==> src/rtl/idma_eh_responder.sv <==
// idma_eh_responder: consumes 1D responses from the iDMA error handler,
// counts completed transfers, captures the first bus error in sticky status
// registers and returns a CONTINUE/ABORT decision for every error response.
//
// Handshakes: a transfer happens on a rising edge where valid and ready are
// both high; valid never waits for ready, and ready is decoded from state only.
module idma_eh_responder #(
    parameter int unsigned AddrWidth   = 32,
    parameter int unsigned CntWidth    = 32,
    parameter int unsigned ErrCntWidth = 8
) (
    input  logic                   clk_i,
    input  logic                   rst_i,
    input  logic                   rsp_valid_i,
    output logic                   rsp_ready_o,
    input  logic                   rsp_error_i,
    input  logic                   rsp_last_i,
    input  logic [1:0]             rsp_cause_i,
    input  logic [1:0]             rsp_err_type_i,
    input  logic [AddrWidth-1:0]   rsp_burst_addr_i,
    output logic                   eh_o,
    output logic                   eh_valid_o,
    input  logic                   eh_ready_i,
    input  logic [1:0]             cfg_mode_i,
    input  logic                   sw_eh_i,
    input  logic                   sw_eh_valid_i,
    output logic                   sw_eh_ready_o,
    input  logic                   err_clear_i,
    output logic                   err_valid_o,
    output logic [1:0]             err_cause_o,
    output logic [1:0]             err_type_o,
    output logic [AddrWidth-1:0]   err_addr_o,
    output logic [ErrCntWidth-1:0] err_count_o,
    output logic [CntWidth-1:0]    xfer_count_o,
    output logic                   done_irq_o,
    output logic                   err_irq_o,
    output logic                   busy_o
);

    typedef enum logic [1:0] {
        IDLE    = 2'd0,
        SW_WAIT = 2'd1,
        ISSUE   = 2'd2
    } state_e;

    state_e                 state_q;
    logic                   decision_q;
    logic                   err_valid_q, err_valid_d;
    logic [1:0]             err_cause_q, err_cause_d;
    logic [1:0]             err_type_q, err_type_d;
    logic [AddrWidth-1:0]   err_addr_q, err_addr_d;
    logic [ErrCntWidth-1:0] err_count_q, err_count_d;
    logic [CntWidth-1:0]    xfer_count_q, xfer_count_d;
    logic                   done_irq_q, err_irq_q;

    logic rsp_hs, ok_hs, err_hs, capture;

    assign rsp_hs  = (state_q == IDLE) && rsp_valid_i;
    assign ok_hs   = rsp_hs && !rsp_error_i;
    assign err_hs  = rsp_hs && rsp_error_i;
    // A clear in the same cycle as an error lets the new error be captured.
    assign capture = err_hs && (!err_valid_q || err_clear_i);

    // Decision FSM: latch the policy or software decision, then offer it.
    always_ff @(posedge clk_i) begin
        if (rst_i) begin
            state_q    <= IDLE;
            decision_q <= 1'b0;
        end else begin
            case (state_q)
                IDLE: begin
                    if (err_hs) begin
                        if (!cfg_mode_i[1]) begin
                            decision_q <= cfg_mode_i[0];
                            state_q    <= ISSUE;
                        end else begin
                            state_q    <= SW_WAIT;
                        end
                    end
                end
                SW_WAIT: begin
                    if (sw_eh_valid_i) begin
                        decision_q <= sw_eh_i;
                        state_q    <= ISSUE;
                    end
                end
                ISSUE: begin
                    if (eh_ready_i) begin
                        state_q <= IDLE;
                    end
                end
                default: state_q <= IDLE;
            endcase
        end
    end

    // Next values of the status and counter registers.
    always_comb begin
        err_valid_d  = err_valid_q;
        err_cause_d  = err_cause_q;
        err_type_d   = err_type_q;
        err_addr_d   = err_addr_q;
        err_count_d  = err_count_q;
        xfer_count_d = xfer_count_q;
        if (ok_hs) begin
            xfer_count_d = xfer_count_q + CntWidth'(1);
        end
        if (err_hs) begin
            if (err_clear_i) begin
                err_count_d = ErrCntWidth'(1);
            end else if (err_count_q != '1) begin
                err_count_d = err_count_q + ErrCntWidth'(1);
            end
            if (capture) begin
                err_valid_d = 1'b1;
                err_cause_d = rsp_cause_i;
                err_type_d  = rsp_err_type_i;
                err_addr_d  = rsp_burst_addr_i;
            end
        end else if (err_clear_i) begin
            err_valid_d = 1'b0;
            err_cause_d = '0;
            err_type_d  = '0;
            err_addr_d  = '0;
            err_count_d = '0;
        end
    end

    // Status, counter and interrupt registers.
    always_ff @(posedge clk_i) begin
        if (rst_i) begin
            err_valid_q  <= 1'b0;
            err_cause_q  <= '0;
            err_type_q   <= '0;
            err_addr_q   <= '0;
            err_count_q  <= '0;
            xfer_count_q <= '0;
            done_irq_q   <= 1'b0;
            err_irq_q    <= 1'b0;
        end else begin
            err_valid_q  <= err_valid_d;
            err_cause_q  <= err_cause_d;
            err_type_q   <= err_type_d;
            err_addr_q   <= err_addr_d;
            err_count_q  <= err_count_d;
            xfer_count_q <= xfer_count_d;
            done_irq_q   <= ok_hs && rsp_last_i;
            err_irq_q    <= err_hs;
        end
    end

    assign rsp_ready_o   = (state_q == IDLE);
    assign sw_eh_ready_o = (state_q == SW_WAIT);
    assign eh_valid_o    = (state_q == ISSUE);
    assign busy_o        = (state_q != IDLE);
    assign eh_o          = decision_q;
    assign err_valid_o   = err_valid_q;
    assign err_cause_o   = err_cause_q;
    assign err_type_o    = err_type_q;
    assign err_addr_o    = err_addr_q;
    assign err_count_o   = err_count_q;
    assign xfer_count_o  = xfer_count_q;
    assign done_irq_o    = done_irq_q;
    assign err_irq_o     = err_irq_q;

endmodule

==> config.mk <==
export PLATFORM = sky130hd
export DESIGN_NAME = idma_eh_responder
export DESIGN_NICKNAME = d
export VERILOG_FILES = /design/src/rtl/idma_eh_responder.sv
export SDC_FILE = /design/constraint.sdc
export NUM_CORES = 1
export LEC_CHECK = 0
export ABC_CLOCK_PERIOD_IN_PS = 5100
export BUFFER_PORTS_ARGS = -buffer_cell sky130_fd_sc_hd__clkbuf_2
export CORE_ASPECT_RATIO = 0.9
export CORE_MARGIN = 3
export CORE_UTILIZATION = 30
export DETAILED_ROUTE_END_ITERATION = 10
export HOLD_SLACK_MARGIN = 0.06
export MAX_ROUTING_LAYER = met4
export SKIP_LAST_GASP = 1
export SLEW_MARGIN = 30
export SYNTH_ARGS = -nofsm -noshare
export SYNTH_HDL_FRONTEND = slang
export SYNTH_SLANG_ARGS = --single-unit
==> constraint.sdc <==
create_clock -name clk_i -period 5.1 [get_ports clk_i]
set_input_delay 1.02 -clock clk_i [delete_from_list [all_inputs] [get_ports clk_i]]
set_output_delay 1.02 -clock clk_i [all_outputs]
set_load 0.05 [all_outputs]
==> run summary, run 1 <==
Status: finished, final reports clean
Post-synthesis simple-gate area fraction: 28.0%
Die width: 123 µm
Largest family of logic cells by synthesized area: simple AND/OR/NAND/NOR gates
Post-DP HPWL: 6860 µm
First-pass GRT wire length: 15600 µm
CTS Root Cell: clkbuf_16
Final-stage net count: 579
Worst-Skew Late Latency: 0.34 ns
CP Class: in2reg
Worst EP arrival: 3.09 ns
ANT cells: 0
Hold path endpoint: eh_o
CTS Hold Buffers Added: 0
Initial DRC count: 254
Number of buffers created by CTS: 9
Util after Layout: 41.1%
Delay-heaviest family, CP: simple AND/OR/NAND/NOR gates
Via count: 3382
Area delta synth->final: 30.2%
Initial Util: 31.5%
Clock slew seen by the registers of the worst setup and hold paths: 0.06 ns
Clock Path Buffers: 2
Post-synth EDFFs: 0
Reg2reg start: state_q[1]
Relative slew margins: 47.2%
Global route overflow: 0
Leakage Power: 2.10 nW
Syn Inst Count: 410
Final min period: 2.84 ns
Clock tree sinks: 82
Core Region: 0.0118 mm²
Worst hold slack: 0.477 ns
Die Area: 0.0137 mm²
Synth Area in Compound Gates: 11.2%
Row Count: 37
Total Power: 1.60 mW
Synthesized cell area: 0.00371 mm²
Gr usage total: 14.2%
Ys async rst share: 0%
Setup tns final: 0 ns
Multiplexer area fraction after synthesis: 9.99%
RSZ-0062 raised after global routing: false
Synth Register Bits: 82
Drt pass-1 iters: 4
Worst Tran Pin Value: 0.792 ns
CTS tree: done
Hold path cells: 2
Critical Path Stages: 5
Vias/cell: 4.89
GPL Wtd Cong: 0.797
Xor-xnor portion of the synthesized cell area: 2.36%
Die Y: 111 µm
Largest net degree at the start of global routing: 42
Ys flop type: dfxtp_1
Worst Skew: 0.00716 ns
Peak supply drop: 0.123 mV
Htree depth: 3
Cells on worst reg2reg path: 4
Sequential area share after synthesis: 44.3%
Initial antenna violation count: 0
Final hold vios: 0
Vias in the first global route: 3150
Avg Inst Size Synth: 9.05 µm²
Crit start category: primary input
Post_cts resized: 0
Slowest CP cell: or4_1
Post-DRT Antenna Nets: 0
Pwr Density: 332 mW/mm²
WP buf/inv: 1
Critical-path cell list: clkbuf_2 -> nor4b_4 -> nand4_1 -> or4_1 -> a21oi_1
Final setup fails: 0
Yosys cell types: 42
Top Ports: 131
Warning count from the yosys run: 0
CP Capture Type: flop
Period utilization: 55.7%
Post-CTS Setup Inserts: 0
Critical R2R Capture: xfer_count_o[22]
Footprint of the multi-input gates: 0.00195 mm²
Fill cells: 1197
Routed WL: 9460 µm
Delay of the slowest critical-path stage: 0.71 ns
Share of cells above drive strength 1: 29.3%
Drt wl/cell: 13.7 µm
Number of port buffers: 130
Maximum clock frequency: 0.352 GHz
Worst Path Required: 5.35 ns
Crit-path max FO: 20
Hold Path Origin: eh_o
Min-delay worst type: reg2reg
Post-Synth Adder-Cell Area: 0.675%
Setup slack, reg-to-reg: 2.56 ns
Seq. cell area: 0.00164 mm²
Slew Viols, Final: 0
Remaining DRCs: 0
Total of max-cap violations: 0
Syn_nets: 459
[sequential cells by signal (all words and copies together) (netlist names)]
signal        flops
done_irq_o        1
eh_o              1
err_addr_o       32
err_cause_o       2
err_count_o       8
err_irq_o         1
err_type_o        2
err_valid_o       1
state_q           2
xfer_count_o     32
[kinds of logic after synthesis]
logic type	Yosys count
compound gates	69
simple gates	181
buf+inv	29
flops	82
fa+ha+maj	2
mux	37
xor+xnor	10
[cell usage in the layout, fill, tap and decap left out, drive strengths merged, types with 4 or more instances in the layout]
master / n
nor2: 48
and4: 7
o21ai: 13
and3: 4
nand2: 16
mux2i: 37
clkbuf: 140
dfxtp: 82
nor3: 6
and2: 37
or3: 10
a21oi: 31
o31ai: 14
or4: 14
xnor2: 7
nand4: 10
inv: 6
nand3: 14
[Yosys cell counts (all sizes together), types with 3 or more instances]
cell,instances,area (µm²)
xor2,3,26.3
clkbuf,14,52.6
xnor2,7,61.3
a21oi,31,155
o31ai,14,105
inv,5,18.8
o21ai,13,65.1
nor3,6,30.0
nand3b,3,22.5
buf,10,56.3
nand3,14,70.1
nand4,10,68.8
and4,7,61.3
dfxtp,82,1640
and3,4,25.0
or3,10,62.6
nor2,48,180
mux2i,37,370
nand2,16,60.1
or4,14,105
and2,37,231
[cell type report]
class                   instances  area share (%)
clock buffers                  10            4.74
clock inverters                 6            2.36
inverters                       5           0.389
multi-input cells             299            40.4
flip-flops and latches         82            34.0
well taps                     156            4.04
repair buffers                133            14.1
[worst max path at each step]
stage / from / endpoint / slack [ns]
2_1_floorplan: rsp_error_i / xfer_count_o[22] / 2.72
3_3_place_gp: rsp_error_i / xfer_count_o[22] / 1.99
3_5_place_dp: rsp_error_i / xfer_count_o[28] / 1.88
4_1_cts: rsp_error_i / xfer_count_o[28] / 2.25
5_1_grt: rsp_error_i / xfer_count_o[28] / 1.99
6_report: rsp_error_i / xfer_count_o[22] / 2.26
[report_power, final]
part	switching [mW]	internal, mW	leakage, nW
Combinational	0.126	0.0650	1.27
Clock	0.261	0.480	0.159
Sequential	0.0146	0.655	0.663
Total	0.402	1.20	2.10
[through the flow]
step           area, µm²  worst slack [ns]  cells
3_3_place_gp        4470              1.99    674
5_1_grt             4830              1.99    691
6_report            4830              2.26    691
4_1_cts             4810              2.25    690
3_5_place_dp        4470              1.88    674
2_1_floorplan       3710              2.72    410
[metal layers]
metal,vias up,global-route usage (%),routed length [µm]
li1,1711,-,-
met1,1573,18.4,4370
met2,84,21.1,4360
met3,14,3.45,544
met4,0,5.76,188
met5,-,-,0
[worst reg2reg max path: stages, from the launching register on]
cell     delay, ns
dfxtp_1       0.42
nor4b_4       0.52
nand4_1       0.65
or4_1         0.72
a21oi_1       0.16
(Power assumes the default switching activity.)
==> run 2: changes to the inputs <==
--- a/config.mk
+++ b/config.mk
@@ -5,7 +5,7 @@
 export SDC_FILE = /design/constraint.sdc
 export NUM_CORES = 1
 export LEC_CHECK = 0
-export ABC_CLOCK_PERIOD_IN_PS = 5100
+export ABC_CLOCK_PERIOD_IN_PS = 2800
 export BUFFER_PORTS_ARGS = -buffer_cell sky130_fd_sc_hd__clkbuf_2
 export CORE_ASPECT_RATIO = 0.9
 export CORE_MARGIN = 3
==> constraint.sdc (replaced) <==
create_clock -name clk_i -period 2.8 [get_ports clk_i]
set_input_delay 0.56 -clock clk_i [delete_from_list [all_inputs] [get_ports clk_i]]
set_output_delay 0.56 -clock clk_i [all_outputs]
set_load 0.05 [all_outputs]
==> run summary, run 2 (synthesis gave the netlist of run 1 again) <==
Status: finished, final reports clean
Total of max-cap violations: 0 (unchanged)
Final setup fails: 0 (unchanged)
Vias in the first global route: 3337 (+5.9%)
Final-stage net count: 583 (+0.69%)
Area delta synth->final: 31.2%
GPL Wtd Cong: 0.791 (-0.79%)
Period utilization: 70.8%
CTS tree: done
Largest net degree at the start of global routing: 41 (-2.4%)
Worst Skew: 0.00778 ns (+0.000625 ns)
Min-delay worst type: reg2reg
CTS Root Cell: clkbuf_16
Clock Path Buffers: 2 (unchanged)
Switch share: 25.4% (+0.26 points)
Setup slack, reg-to-reg: 0.86 ns (-1.70 ns)
Row Count: 37 (unchanged)
Hold path endpoint: eh_o
Initial DRC count: 219 (-14%)
Post-DRT Antenna Nets: 0 (unchanged)
Total Power: 2.93 mW (+83%)
Post-DP HPWL: 6920 µm (+0.82%)
Die Y: 111 µm (unchanged)
Clock slew seen by the registers of the worst setup and hold paths: 0.06 ns (about the same)
Die width: 123 µm (unchanged)
Cells on worst reg2reg path: 4 (unchanged)
Vias/cell: 4.97 (+1.6%)
RSZ-0062 raised after global routing: false
Crit path from: state_q[1]
Worst-Skew Late Latency: 0.34 ns (about the same)
Htree depth: 3 (unchanged)
Fill cells: 1187 (-0.84%)
Routed WL: 9710 µm (+2.7%)
Pwr Density: 603 mW/mm² (+82%)
CTS Hold Buffers Added: 0 (unchanged)
Leakage Power: 2.12 nW (+1.2%)
Gate power share: 12.0% (about the same)
Seq pwr share: 41.6% (-0.2 points)
Hold path cells: 2 (unchanged)
Slew Viols, Final: 0 (unchanged)
Die Area: 0.0137 mm² (unchanged)
First-pass GRT wire length: 16000 µm (+2.6%)
Initial Util: 31.5% (unchanged)
Placed cell area: 0.00452 mm² (+1.1%)
Relative slew margins: 55.8% (+8.6 points)
Power Internal: 2.19 mW (+82%)
Drt wl/cell: 14.0 µm (+2.1%)
Worst EP arrival: 1.42 ns (-1.67 ns)
CP Capture Type: output port
Clock tree sinks: 82 (unchanged)
Reg2reg start: state_q[1]
Critical R2R Capture: xfer_count_o[10]
Setup tns final: 0 ns (unchanged)
Design area: 0.00487 mm² (+0.75%)
ANT cells: 0 (unchanged)
Final hold vios: 0 (unchanged)
Worst Tran Pin Value: 0.655 ns (-0.137 ns)
Final min period: 1.98 ns
Hold Path Origin: eh_o
Share of cells above drive strength 1: 29.9% (+0.52 points)
Remaining DRCs: 0 (unchanged)
Number of buffers created by CTS: 9 (unchanged)
Peak supply drop: 0.285 mV (+130%)
Worst Path Required: 2.24 ns (-3.11 ns)
Initial antenna violation count: 0 (unchanged)
Switching pwr: 744 µW (+85%)
Number of port buffers: 130 (unchanged)
Crit start category: flop
Gr usage total: 14.8% (+0.64 points)
Core Region: 0.0118 mm² (unchanged)
Commonest non-fill, non-tap cell in the layout: clkbuf_2
Worst hold slack: 0.472 ns (-0.00515 ns)
Drt pass-1 iters: 4 (unchanged)
Clock share of power: 46.4% (about the same)
Post-CTS Setup Inserts: 0 (unchanged)
Global route overflow: 0 (unchanged)
Crit-path max FO: 12 (-40%)
Post_cts resized: 0 (unchanged)
Most frequent cells in the layout: 130 x clkbuf_2, 82 x dfxtp_1, 48 x nor2_1
Top Ports: 131 (unchanged)
CP Class: reg2out
Via count: 3455 (+2.2%)
Maximum clock frequency: 0.504 GHz
run 2: power groups by stage:
stage | logic [mW] | clock network [mW] | registers (mW)
floorplan | 0.185 | 0 | 1.32
global placement | 0.353 | 0 | 1.25
detailed placement | 0.355 | 0 | 1.25
CTS | 0.356 | 1.40 | 1.22
global route | 0.382 | 1.45 | 1.23
finish | 0.353 | 1.36 | 1.22
run 2: layer usage:
layer  part of all wire, %  routed length (µm)  global-route usage, %  vias up
li1                      -                   -                      -     1726
met1                    43                4210                   16.9     1627
met2                    49                4750                   24.1       86
met3                   5.7                 557                   4.67       16
met4                   2.0                 197                   5.83        0
met5                     0                   0                      -        -
run 2: stage by stage:
| stage | cells | utilization [%] | setup slack, ns |
|---|---|---|---|
| 2_1_floorplan | 410 | - | 0.742 |
| 3_3_place_gp | 679 | 38.5 | 0.680 |
| 3_5_place_dp | 679 | 38.5 | 0.633 |
| 4_1_cts | 695 | 41.4 | 0.796 |
| 5_1_grt | 695 | 41.4 | 0.656 |
| 6_report | 695 | 41.4 | 0.816 |
run 2: worst max-delay path by stage:
stage | endpoint | slack [ns] | cells after the start
floorplan | xfer_count_o[22] | 0.74 | 6
global placement | xfer_count_o[28] | 0.68 | 6
detailed placement | xfer_count_o[10] | 0.63 | 5
CTS | rsp_ready_o | 0.80 | 3
global route | err_addr_o[3] | 0.66 | 5
finish | rsp_ready_o | 0.82 | 3
run 2: critical path: stages, from the launching register on:
cell and delay, ns:
dfxtp_1 0.42, or2_2 0.35, inv_1 0.05, clkbuf_2 0.26
run 2: final cells by class:
class	count	area (µm²)	area share, %
multi-input cells	299	1950	40.1
flip-flops and latches	82	1640	33.7
repair buffers	137	716	14.7
clock buffers	10	229	4.71
well taps	156	195	4.01
clock inverters	6	115	2.37
inverters	5	18.8	0.386
